**config.mk**
```make
export PLATFORM = sky130hd
export DESIGN_NAME = regfile_dumper
export DESIGN_NICKNAME = d
export VERILOG_FILES = /design/src/rtl/regfile_dumper.sv
export SDC_FILE = /design/constraint.sdc
export NUM_CORES = 1
export LEC_CHECK = 0
export CAP_MARGIN = 15
export CORE_MARGIN = 8
export CORE_UTILIZATION = 38
export CTS_BUF_LIST = sky130_fd_sc_hd__clkbuf_16
export CTS_CLUSTER_DIAMETER = 60
export DETAILED_ROUTE_END_ITERATION = 12
export PLACE_DENSITY = 0.67
export SLEW_MARGIN = 10
export SYNTH_ARGS = -nofsm -noshare
export SYNTH_HDL_FRONTEND = slang
export SYNTH_SLANG_ARGS = --single-unit
```
**constraint.sdc**
```tcl
create_clock -name clk_i -period 3.8 [get_ports clk_i]
set_input_delay 0.76 -clock clk_i [delete_from_list [all_inputs] [get_ports clk_i]]
set_output_delay 0.76 -clock clk_i [all_outputs]
set_load 0.1 [all_outputs]
```
**src/rtl/regfile_dumper.sv**
```systemverilog
// Streams a contiguous (optionally wrapping) range of register-file words out over a
// valid/ready interface, one word per fetch/send pair, with a running XOR checksum.
module regfile_dumper #(
  parameter int DATA_WIDTH = 32,
  parameter int ADDR_WIDTH = 5
) (
  input  logic                  clk_i,
  input  logic                  rst_ni,
  input  logic                  start_i,
  input  logic                  abort_i,
  input  logic [ADDR_WIDTH-1:0] first_reg_i,
  input  logic [ADDR_WIDTH-1:0] last_reg_i,
  output logic [ADDR_WIDTH-1:0] read_register_o,
  input  logic [DATA_WIDTH-1:0] read_data_i,
  output logic                  out_valid_o,
  input  logic                  out_ready_i,
  output logic [DATA_WIDTH-1:0] out_data_o,
  output logic [ADDR_WIDTH-1:0] out_addr_o,
  output logic                  busy_o,
  output logic                  done_o,
  output logic [DATA_WIDTH-1:0] checksum_o
);

  typedef enum logic [1:0] {IDLE, FETCH, SEND, DONE} state_e;

  state_e                  state_q;
  logic [ADDR_WIDTH-1:0]   ptr_q;
  logic [ADDR_WIDTH-1:0]   last_q;
  logic [DATA_WIDTH-1:0]   out_data_q;
  logic [ADDR_WIDTH-1:0]   out_addr_q;
  logic                    out_valid_q;
  logic                    busy_q;
  logic                    done_q;
  logic [DATA_WIDTH-1:0]   checksum_q;

  always_ff @(posedge clk_i or negedge rst_ni) begin
    if (!rst_ni) begin
      state_q     <= IDLE;
      ptr_q       <= '0;
      last_q      <= '0;
      out_data_q  <= '0;
      out_addr_q  <= '0;
      out_valid_q <= 1'b0;
      busy_q      <= 1'b0;
      done_q      <= 1'b0;
      checksum_q  <= '0;
    end else begin
      done_q <= 1'b0;
      case (state_q)
        IDLE: begin
          // Abort is meaningless here, so a simultaneous Start is simply accepted.
          if (start_i) begin
            ptr_q      <= first_reg_i;
            last_q     <= last_reg_i;
            checksum_q <= '0;
            busy_q     <= 1'b1;
            state_q    <= FETCH;
          end
        end
        FETCH: begin
          if (abort_i) begin
            busy_q  <= 1'b0;
            state_q <= IDLE;
          end else begin
            out_data_q  <= read_data_i;
            out_addr_q  <= ptr_q;
            out_valid_q <= 1'b1;
            state_q     <= SEND;
          end
        end
        SEND: begin
          // Abort beats a handshake on the same edge: the word is dropped, not counted.
          if (abort_i) begin
            out_valid_q <= 1'b0;
            busy_q      <= 1'b0;
            state_q     <= IDLE;
          end else if (out_ready_i) begin
            checksum_q  <= checksum_q ^ out_data_q;
            out_valid_q <= 1'b0;
            if (ptr_q == last_q) begin
              done_q  <= 1'b1;
              state_q <= DONE;
            end else begin
              ptr_q   <= ptr_q + 1'b1;
              state_q <= FETCH;
            end
          end
        end
        DONE: begin
          busy_q  <= 1'b0;
          state_q <= IDLE;
        end
        default: begin
          out_valid_q <= 1'b0;
          busy_q      <= 1'b0;
          state_q     <= IDLE;
        end
      endcase
    end
  end

  assign read_register_o = ptr_q;
  assign out_valid_o     = out_valid_q;
  assign out_data_o      = out_data_q;
  assign out_addr_o      = out_addr_q;
  assign busy_o          = busy_q;
  assign done_o          = done_q;
  assign checksum_o      = checksum_q;

endmodule

```
==> run_results.csv, run 1 <==
group,metric,value,unit
cells_and_area,fillers,895,
synth,yosysWarnings,0,
synth,synth_simple_gate_area_frac,0.0803,
synth,synth_fa_ha_area_frac,0.0156,
floorplanning,dieHeight,119,µm
sta,fin_hold_ws,414,ps
clock_tree,ctsResizeCount,0,
synth,synth_area_leaders,"dfrtp_1 (52%), mux2_2 (12%), o211ai_2 (8.4%), xor2_1 (8.1%), nor2_1 (3.5%)",
synth,synth_xor_area_frac,0.0809,
global_routing,grt_max_degree,85,
synth,ys_seq_area_frac,0.525,
global_routing,grt-ovfl-total,0,
setup_path,cpMaxStageDelayCell,"clkdlybuf4s50_1",
synth,ys.flop_type,"dfrtp_1",
sta,finClkSkew,5.41,ps
setup_path,rr_worst_depth,7,
synth,syn_nets,369,
cells_and_area,drive_gt1_frac,0.227,
setup_path,path_cells,"clkdlybuf4s50_1",
floorplanning,core,0.0103,mm²
synth,synth_top_family_by_area,"compound AO/OA/AOI/OAI gates",
placement,io_buffers,123,
job,drv_cap,0,
route,vias,2859,
route,ant_nets,0,
floorplanning,dieArea,0.0141,mm²
route,wl_per_cell,16.9,µm
setup_path,arrival,2030,ps
clock_tree,post_cts_buffers,0,
clock_tree,clk_transition_reported_paths,60,ps
setup_path,end_kind,"output pin",
min_path,min_path_type,"in -> async",
synth,synthCells,317,
sta,rsz0062_at_grt,"no",
route,dr.pass1.iters,4,
global_routing,grt_usage,0.143,
setup_path,crit_fanout,8,
sta,relSlewSlack,0.312,
sta,worstMarginPinSlew,1030,ps
setup_path,crit_required,3040,ps
placement,gp_congestion,0.735,
global_routing,antenna_found_initial,0,
synth,synth_compound_area_frac,0.135,
sta,period_needed,2790,ps
global_routing,grt_pass1_wl,16600,µm
synth,synthMuxAreaShare,0.121,
setup_path,crit_buf_inv,1,
floorplanning,io_pins,124,
clock_tree,h-tree-depth,3,
route,dr_wl_met2,4740,µm
sta,setup_violations,0,
route,viasPerCell,4.95,
synth,async_flop_share,1.00,
route,wirelength,9770,µm
setup_path,rrSetupSlack,1360,ps
setup_path,path_delay_family,"buffers and inverters",
placement,dp_slack,945,ps
synth,synth_top_area_share,0.525,
sta,fin_ws,1010,ps
sta,max_freq,358,MHz
route,met1Wirelength,4110,µm
route,highest_layer,"met4",
synth,synth_common_cells,"dfrtp_1 (84), mux2_2 (43), nor2_1 (37), xor2_1 (37), o211ai_2 (27)",
clock_tree,cts_buffer_depth,2,
floorplanning,die_w,119,µm
setup_path,worstSetupPathType,"reg -> out",
cells_and_area,diodes,0,
run_status,outcome,"finished clean",
floorplanning,start_util,0.390,
global_routing,first_global_vias,3179,
synth,synth_most_common_cell,"dfrtp_1",
clock_tree,cts_root_buf,"clkbuf_16",
sta,hold_viol,0,
route,wl_met3,850,µm
synth,yosysUniqueCellTypes,35,
synth,synth_top_cell_by_area,"dfrtp_1",
route,drt_iter0_drc,42,
clock_tree,holdBufCountCts,0,
synth,synth_area,0.00401,mm²
floorplanning,num_rows,37,
synth,synth_edf_count,0,
setup_path,timing.rr.start,"state_q[0]",
cells_and_area,regArea,0.00210,mm²
sta,slew_viol_final,0,
cells_and_area,area_delta_synth_final,40.5,%
cells_and_area,nets,488,
clock_tree,cts_inserted_buffers,9,
sta,fin_crit_sh,0.735,
cells_and_area,multi_input_area,0.00175,mm²
setup_path,start_kind,"register",
sta,setup_tns,0,ps
setup_path,r2r-end,"checksum_o[0]",
synth,ys_ff_latch,84,
placement,dp_hpwl,7080,µm
clock_tree,cts.sinks,84,
clock_tree,cts_tree,"done",
clock_tree,insertion_delay,320,ps
route,drc,0,
synth,syn_area_per_cell,12.6,µm²
setup_path,cpPeakStageDelay,1200,ps
-- kinds of logic (layout without fill, tap and decap cells) --
logic type               count (synthesis)  in the layout
AO/OA/AOI/OAI                           55             55
XOR/XNOR                                37             37
adder cells (fa/ha/maj)                  5              5
buffers and inverters                   26            150
flip-flops                              84             84
multiplexers                            43             43
AND/OR/NAND/NOR                         67             67
-- metal layers --
layer | up-vias | global-route usage
met2 | 79 | 0.234
met3 | 7 | 0.0647
li1 | 1352 | -
met5 | - | 0
met4 | 0 | 0.0348
met1 | 1421 | 0.167
-- layout by cell type, fill, tap and decap left out, drive strengths merged, types with 2 or more instances in the layout --
| cell | Yosys | routed |
|---|---|---|
| ha | 5 | 5 |
| clkbuf | 3 | 9 |
| buf | 19 | 8 |
| xor2 | 37 | 37 |
| nand4 | 3 | 3 |
| clkdlybuf4s50 | 0 | 122 |
| nor2 | 37 | 37 |
| a211o | 3 | 3 |
| nor2b | 2 | 2 |
| and4b | 2 | 2 |
| o31ai | 2 | 2 |
| dfrtp | 84 | 84 |
| mux2 | 43 | 43 |
| o211ai | 34 | 34 |
| inv | 4 | 5 |
| nand3b | 2 | 2 |
| a21oi | 5 | 5 |
| and4 | 2 | 2 |
| o21ai | 6 | 6 |
| clkinv | 0 | 4 |
| nor3 | 3 | 3 |
| nand3 | 3 | 3 |
| o22ai | 2 | 2 |
| nand2 | 9 | 9 |
-- metrics by stage --
stage	util	area (µm²)	instances
final	0.548	5630	577
after global routing	0.548	5630	577
after CTS	0.546	5610	576
after detailed placement	0.518	5320	560
after global placement	0.518	5320	560
after floorplan	-	4010	317
-- flip-flops by register name, indices dropped and copies added, names as in the netlist --
register         flops
out_addr_o           5
busy_o               1
read_register_o      5
last_q               5
checksum_o          32
out_data_o          32
out_valid_o          1
done_o               1
state_q              2
-- worst max path at each step --
stage                              end  slack (ps)  depth (start not counted)                from
floorplan                   state_q[1]        1830                          5  read_register_o[0]
global placement         checksum_o[0]         970                          6             abort_i
detailed placement       checksum_o[0]         950                          6             abort_i
CTS                 read_register_o[0]        1000                          1  read_register_o[0]
global route        read_register_o[0]         940                          1  read_register_o[0]
finish              read_register_o[0]        1010                          1  read_register_o[0]
-- layout make-up --
type | count | share of cell area
Clock buffer | 9 | 0.0400
Clock inverter | 7 | 0.0104
Inverter | 4 | 0.00267
Tap cell | 136 | 0.0302
Multi-Input combinational cell | 207 | 0.311
Sequential cell | 84 | 0.373
Timing Repair Buffer | 130 | 0.232
Power of run 1 is left out: the tool's default activity adds up to more than one toggle a clock period on the data nets, which glitch-free logic cannot reach.
==> run 2, diff against run 1 <==
Settings changed: PLACE_DENSITY 0.67 to 0.7.
Clock period 3.8 ns to 2.3 ns, I/O delays scaled along.
==> run 2 against run 1 <==
Sequential cell count stayed put; hold slack worse by 310 ps; critical endpoint is now read_register_o[0]; final cell count is 1.2% higher; first-iteration DRC count grew to 2.8 times the previous value; count of clock-buffer cells in the layout stayed put; via count is 1.9% higher; core utilization is 0.58 points lower; clock skew is 2.5 ps higher; sequential share of layout area is 0.40 points higher; highest routed layer unchanged.
==> run_results.csv, run 2 (synthesis gave the netlist of run 1 again) <==
group,metric,value,unit
run_status,outcome,"finished clean",
min_path,min_path_type,"in -> async",
setup_path,arrival,2150,ps
global_routing,grt_usage,0.146,
route,viasPerCell,4.99,
route,highest_layer,"met4",
cells_and_area,area_delta_synth_final,39.0,%
sta,slew_viol_final,0,
route,ant_nets,0,
global_routing,grt-ovfl-total,0,
setup_path,cpPeakStageDelay,380,ps
floorplanning,dieHeight,119,µm
sta,period_needed,1900,ps
route,dr.pass1.iters,4,
sta,fin_hold_ws,103,ps
clock_tree,h-tree-depth,3,
route,met1Wirelength,4220,µm
sta,max_freq,527,MHz
floorplanning,core,0.0103,mm²
route,wirelength,9990,µm
setup_path,crit_fanout,18,
setup_path,worstSetupPathType,"reg -> reg",
route,drt_iter0_drc,118,
clock_tree,cts_inserted_buffers,9,
global_routing,first_global_vias,3202,
cells_and_area,drive_gt1_frac,0.413,
floorplanning,start_util,0.390,
cells_and_area,fillers,905,
floorplanning,num_rows,37,
placement,post-place-cells,568,
floorplanning,io_pins,124,
job,drv_cap,0,
clock_tree,post_cts_buffers,0,
cells_and_area,diodes,0,
setup_path,crit_path_frequent_cell,"buf_4",
floorplanning,die_w,119,µm
sta,worstMarginPinSlew,505,ps
route,drc,0,
setup_path,path_cells,"inv_1, ha_1, buf_4, nor2b_4, buf_4, o21a_1, o22ai_1, nor3_1",
setup_path,cpMaxStageDelayCell,"dfrtp_1",
sta,fin_crit_sh,0.824,
sta,relSlewSlack,0.663,
clock_tree,clk_transition_reported_paths,70,ps
route,wl_met3,602,µm
setup_path,crit_required,2550,ps
cells_and_area,layout_commonest_cell,"buf_4",
clock_tree,insertion_delay,330,ps
global_routing,grt_max_degree,48,
sta,rsz0062_at_grt,"no",
cells_and_area,instances_no_fill,584,
sta,setup_violations,0,
clock_tree,cts_buffer_depth,2,
clock_tree,cts_root_buf,"clkbuf_16",
route,wl_per_cell,17.1,µm
sta,setup_tns,0,ps
clock_tree,cts.sinks,84,
route,dr_wl_met2,5050,µm
global_routing,grt_pass1_wl,17000,µm
cells_and_area,nets,495,
sta,finClkSkew,7.89,ps
cells_and_area,layout_common_cells,"buf_4 (88), dfrtp_1 (84), clkdlybuf4s50_1 (45)",
sta,hold_viol,0,
setup_path,start_kind,"register",
placement,dp_hpwl,7210,µm
clock_tree,holdBufCountCts,0,
clock_tree,ctsResizeCount,0,
placement,io_buffers,123,
setup_path,end_kind,"register",
global_routing,antenna_found_initial,0,
floorplanning,dieArea,0.0141,mm²
route,vias,2912,
placement,gp_congestion,0.796,
clock_tree,cts_tree,"done",
[run 2: changes by cell type in the layout (fill, tap and decap cells not counted)]
cell / change
inv_6: +1
clkdlybuf4s50_1: -77
buf_12: +2
clkinv_2: -2
bufinv_16: +2
inv_1: -1
buf_4: +82
[run 2: layer usage]
layer | global-route usage | vias to the layer above
met1 | 0.173 | 1455
li1 | - | 1368
met2 | 0.247 | 79
met5 | 0 | -
met3 | 0.0447 | 10
met4 | 0.0474 | 0
[run 2: final timing paths]
check / from / endpoint / slack (ps) / depth (start not counted)
worst max register to register: state_q[0] / read_register_o[0] / 400 / 8
min in group clk_i: out_valid_o / out_valid_o / 500 / 2
worst min-delay path: rst_ni / checksum_o[1] / 100 / 1
max in group asynchronous: rst_ni / checksum_o[5] / 1560 / 2
worst max-delay path: state_q[0] / read_register_o[0] / 400 / 8
worst min register to register: out_valid_o / out_valid_o / 500 / 2
[run 2: cell type report]
| type | instances | area, µm² | area share |
|---|---|---|---|
| well taps | 136 | 170 | 0.0306 |
| multi-input cells | 207 | 1750 | 0.314 |
| clock buffers | 9 | 225 | 0.0404 |
| flip-flops and latches | 84 | 2100 | 0.378 |
| clock inverters | 7 | 114 | 0.0204 |
| repair buffers | 137 | 1190 | 0.214 |
| inverters | 4 | 15.0 | 0.00270 |
[run 2: critical path, delay by kind of cell (launching register included)]
kind | cells | cell delay [ps]
flip-flops | 1 | 380
buffers and inverters | 3 | 600
AO/OA/AOI/OAI | 2 | 270
AND/OR/NAND/NOR | 2 | 350
adder cells (fa/ha/maj) | 1 | 210
[run 2: stage by stage]
stage,setup WS [ps],utilization,cell area [µm²]
finish,404,0.542,5570
global route,261,0.542,5570
CTS,381,0.542,5570
detailed placement,256,0.509,5230
global placement,309,0.509,5230
floorplan,333,-,4010
Power of run 2 is left out for the same reason.
==> run 3, diff against run 2 <==
Settings changed: PLACE_DENSITY 0.7 to 0.67.
Clock period 2.3 ns to 1.9 ns, I/O delays scaled along.
==> run 3 against run 2 <==
Hold slack better by 410 ps; global-route usage grew 0.35 points; sequential share of layout area shrank 6.0 points; first-iteration DRC count is 16% lower; routed wire length up 3.4%; sequential cell count did not move; worst setup slack lost 320 ps; critical path type unchanged.
==> run_results.csv, run 3 (synthesis gave the netlist of run 1 again) <==
group,metric,value,unit
sta,worstMarginPinSlew,376,ps
route,drt_iter0_drc,99,
run_status,outcome,"finished clean",
clock_tree,cts.sinks,84,
floorplanning,num_rows,37,
min_path,min_delay_worst_endpoint,"out_addr_o[0]",
clock_tree,cts_root_buf,"clkbuf_16",
cells_and_area,fillers,810,
min_path,min_path_type,"reg -> reg",
cells_and_area,layout_common_cells,"buf_12 (82), dfrtp_1 (81), clkdlybuf4s50_1 (45)",
sta,slew_viol_final,0,
global_routing,antenna_found_initial,0,
floorplanning,start_util,0.390,
clock_tree,h-tree-depth,3,
clock_tree,insertion_delay,320,ps
route,wl_per_cell,17.4,µm
placement,gp_congestion,0.792,
clock_tree,clk_transition_reported_paths,60,ps
setup_path,timing.rr.start,"state_q[0]",
cells_and_area,area_delta_synth_final,65.3,%
cells_and_area,nets,505,
floorplanning,io_pins,124,
global_routing,grt_max_degree,36,
route,dr.pass1.iters,4,
setup_path,crit_fanout,10,
cells_and_area,drive_gt1_frac,0.437,
global_routing,grt-ovfl-total,0,
sta,period_needed,1810,ps
route,drc,0,
route,viasPerCell,4.95,
cells_and_area,diodes,0,
sta,finClkSkew,5.88,ps
sta,fin_crit_sh,0.953,
route,wirelength,10300,µm
setup_path,end_kind,"register",
route,ant_nets,0,
floorplanning,core,0.0103,mm²
clock_tree,cts_buffer_depth,2,
setup_path,worstSetupPathType,"reg -> reg",
min_path,min_from,"out_addr_o[0]",
min_path,holdPathStages,1,
floorplanning,dieArea,0.0141,mm²
sta,max_freq,552,MHz
global_routing,grt_usage,0.149,
sta,setup_violations,0,
setup_path,r2r-end,"read_register_o[3]",
cells_and_area,fin_util,0.644,
setup_path,crit_required,2130,ps
setup_path,arrival,2040,ps
clock_tree,cts_tree,"done",
sta,hold_viol,0,
clock_tree,cts_inserted_buffers,9,
setup_path,rrSetupSlack,90,ps
placement,dp_hpwl,7820,µm
sta,relSlewSlack,0.749,
placement,io_buffers,123,
cells_and_area,layout_commonest_cell,"buf_12",
setup_path,start_kind,"register",
floorplanning,die_w,119,µm
global_routing,grt_pass1_wl,17200,µm
route,vias,2942,
job,drv_cap,0,
setup_path,rr_worst_depth,7,
global_routing,first_global_vias,3260,
floorplanning,dieHeight,119,µm
-- run 3: cell types whose count changed in the layout (fill, tap and decap cells not counted), sizes merged --
cell,before,now
clkinv,2,3
dlygate4sd3,0,1
inv,5,4
clkinvlp,1,2
bufinv,3,2
buf,92,101
-- run 3: layout make-up --
class / count / area (µm²) / share of cell area
timing repair buffer: 147 / 2250 / 0.340
sequential: 84 / 2110 / 0.318
multi-input combinational: 207 / 1770 / 0.267
clock buffer: 9 / 225 / 0.0340
tap: 136 / 170 / 0.0257
clock inverter: 7 / 91.3 / 0.0138
inverter: 4 / 15.0 / 0.00227
-- run 3: through the flow --
stage	area (µm²)	cells	worst slack (ps)	setup TNS, ps	hold slack [ps]
6_report	6620	594	88.9	0	514
5_1_grt	6620	594	-2.38	-2.38	540
4_1_cts	6560	591	26.7	0	518
3_5_place_dp	6230	574	-33.1	-33.9	331
3_3_place_gp	6230	574	36.2	0	325
2_1_floorplan	4010	317	18.8	0	84.4
-- run 3: timing repair --
| action | CTS | global route |
|---|---|---|
| endpoints found under the setup margin | 0 | 6 |
| setup buffers | 0 | 3 |
| hold buffers | 1 | 0 |
| endpoints found under the hold margin | 26 | 0 |
| resized for setup | 0 | 4 |
-- run 3: worst max-delay path: stages (launching register included) --
cell and delay [ps]:
dfrtp_1 400, inv_1 130, ha_2 220, buf_6 160, inv_2 100, or3_1 380, a211o_1 230, o211ai_1 100
-- run 3: worst max path at each step --
stage | startpoint | cells after the start | slack (ps) | endpoint
global placement | out_ready_i | 6 | 40 | read_register_o[0]
global route | state_q[0] | 7 | -2 | read_register_o[3]
finish | state_q[0] | 7 | 90 | read_register_o[3]
detailed placement | out_ready_i | 6 | -30 | read_register_o[0]
CTS | state_q[0] | 8 | 30 | read_register_o[0]
floorplan | read_register_o[1] | 4 | 20 | read_register_o[4]
-- run 3: per-layer routing --
| layer | vias up | part of all wire | global-route usage |
|---|---|---|---|
| li1 | 1386 | - | - |
| met1 | 1451 | 0.40 | 0.171 |
| met2 | 95 | 0.51 | 0.255 |
| met3 | 10 | 0.080 | 0.0566 |
| met4 | 0 | 0.0097 | 0.0419 |
| met5 | - | 0 | 0 |
Power of run 3 is left out for the same reason.
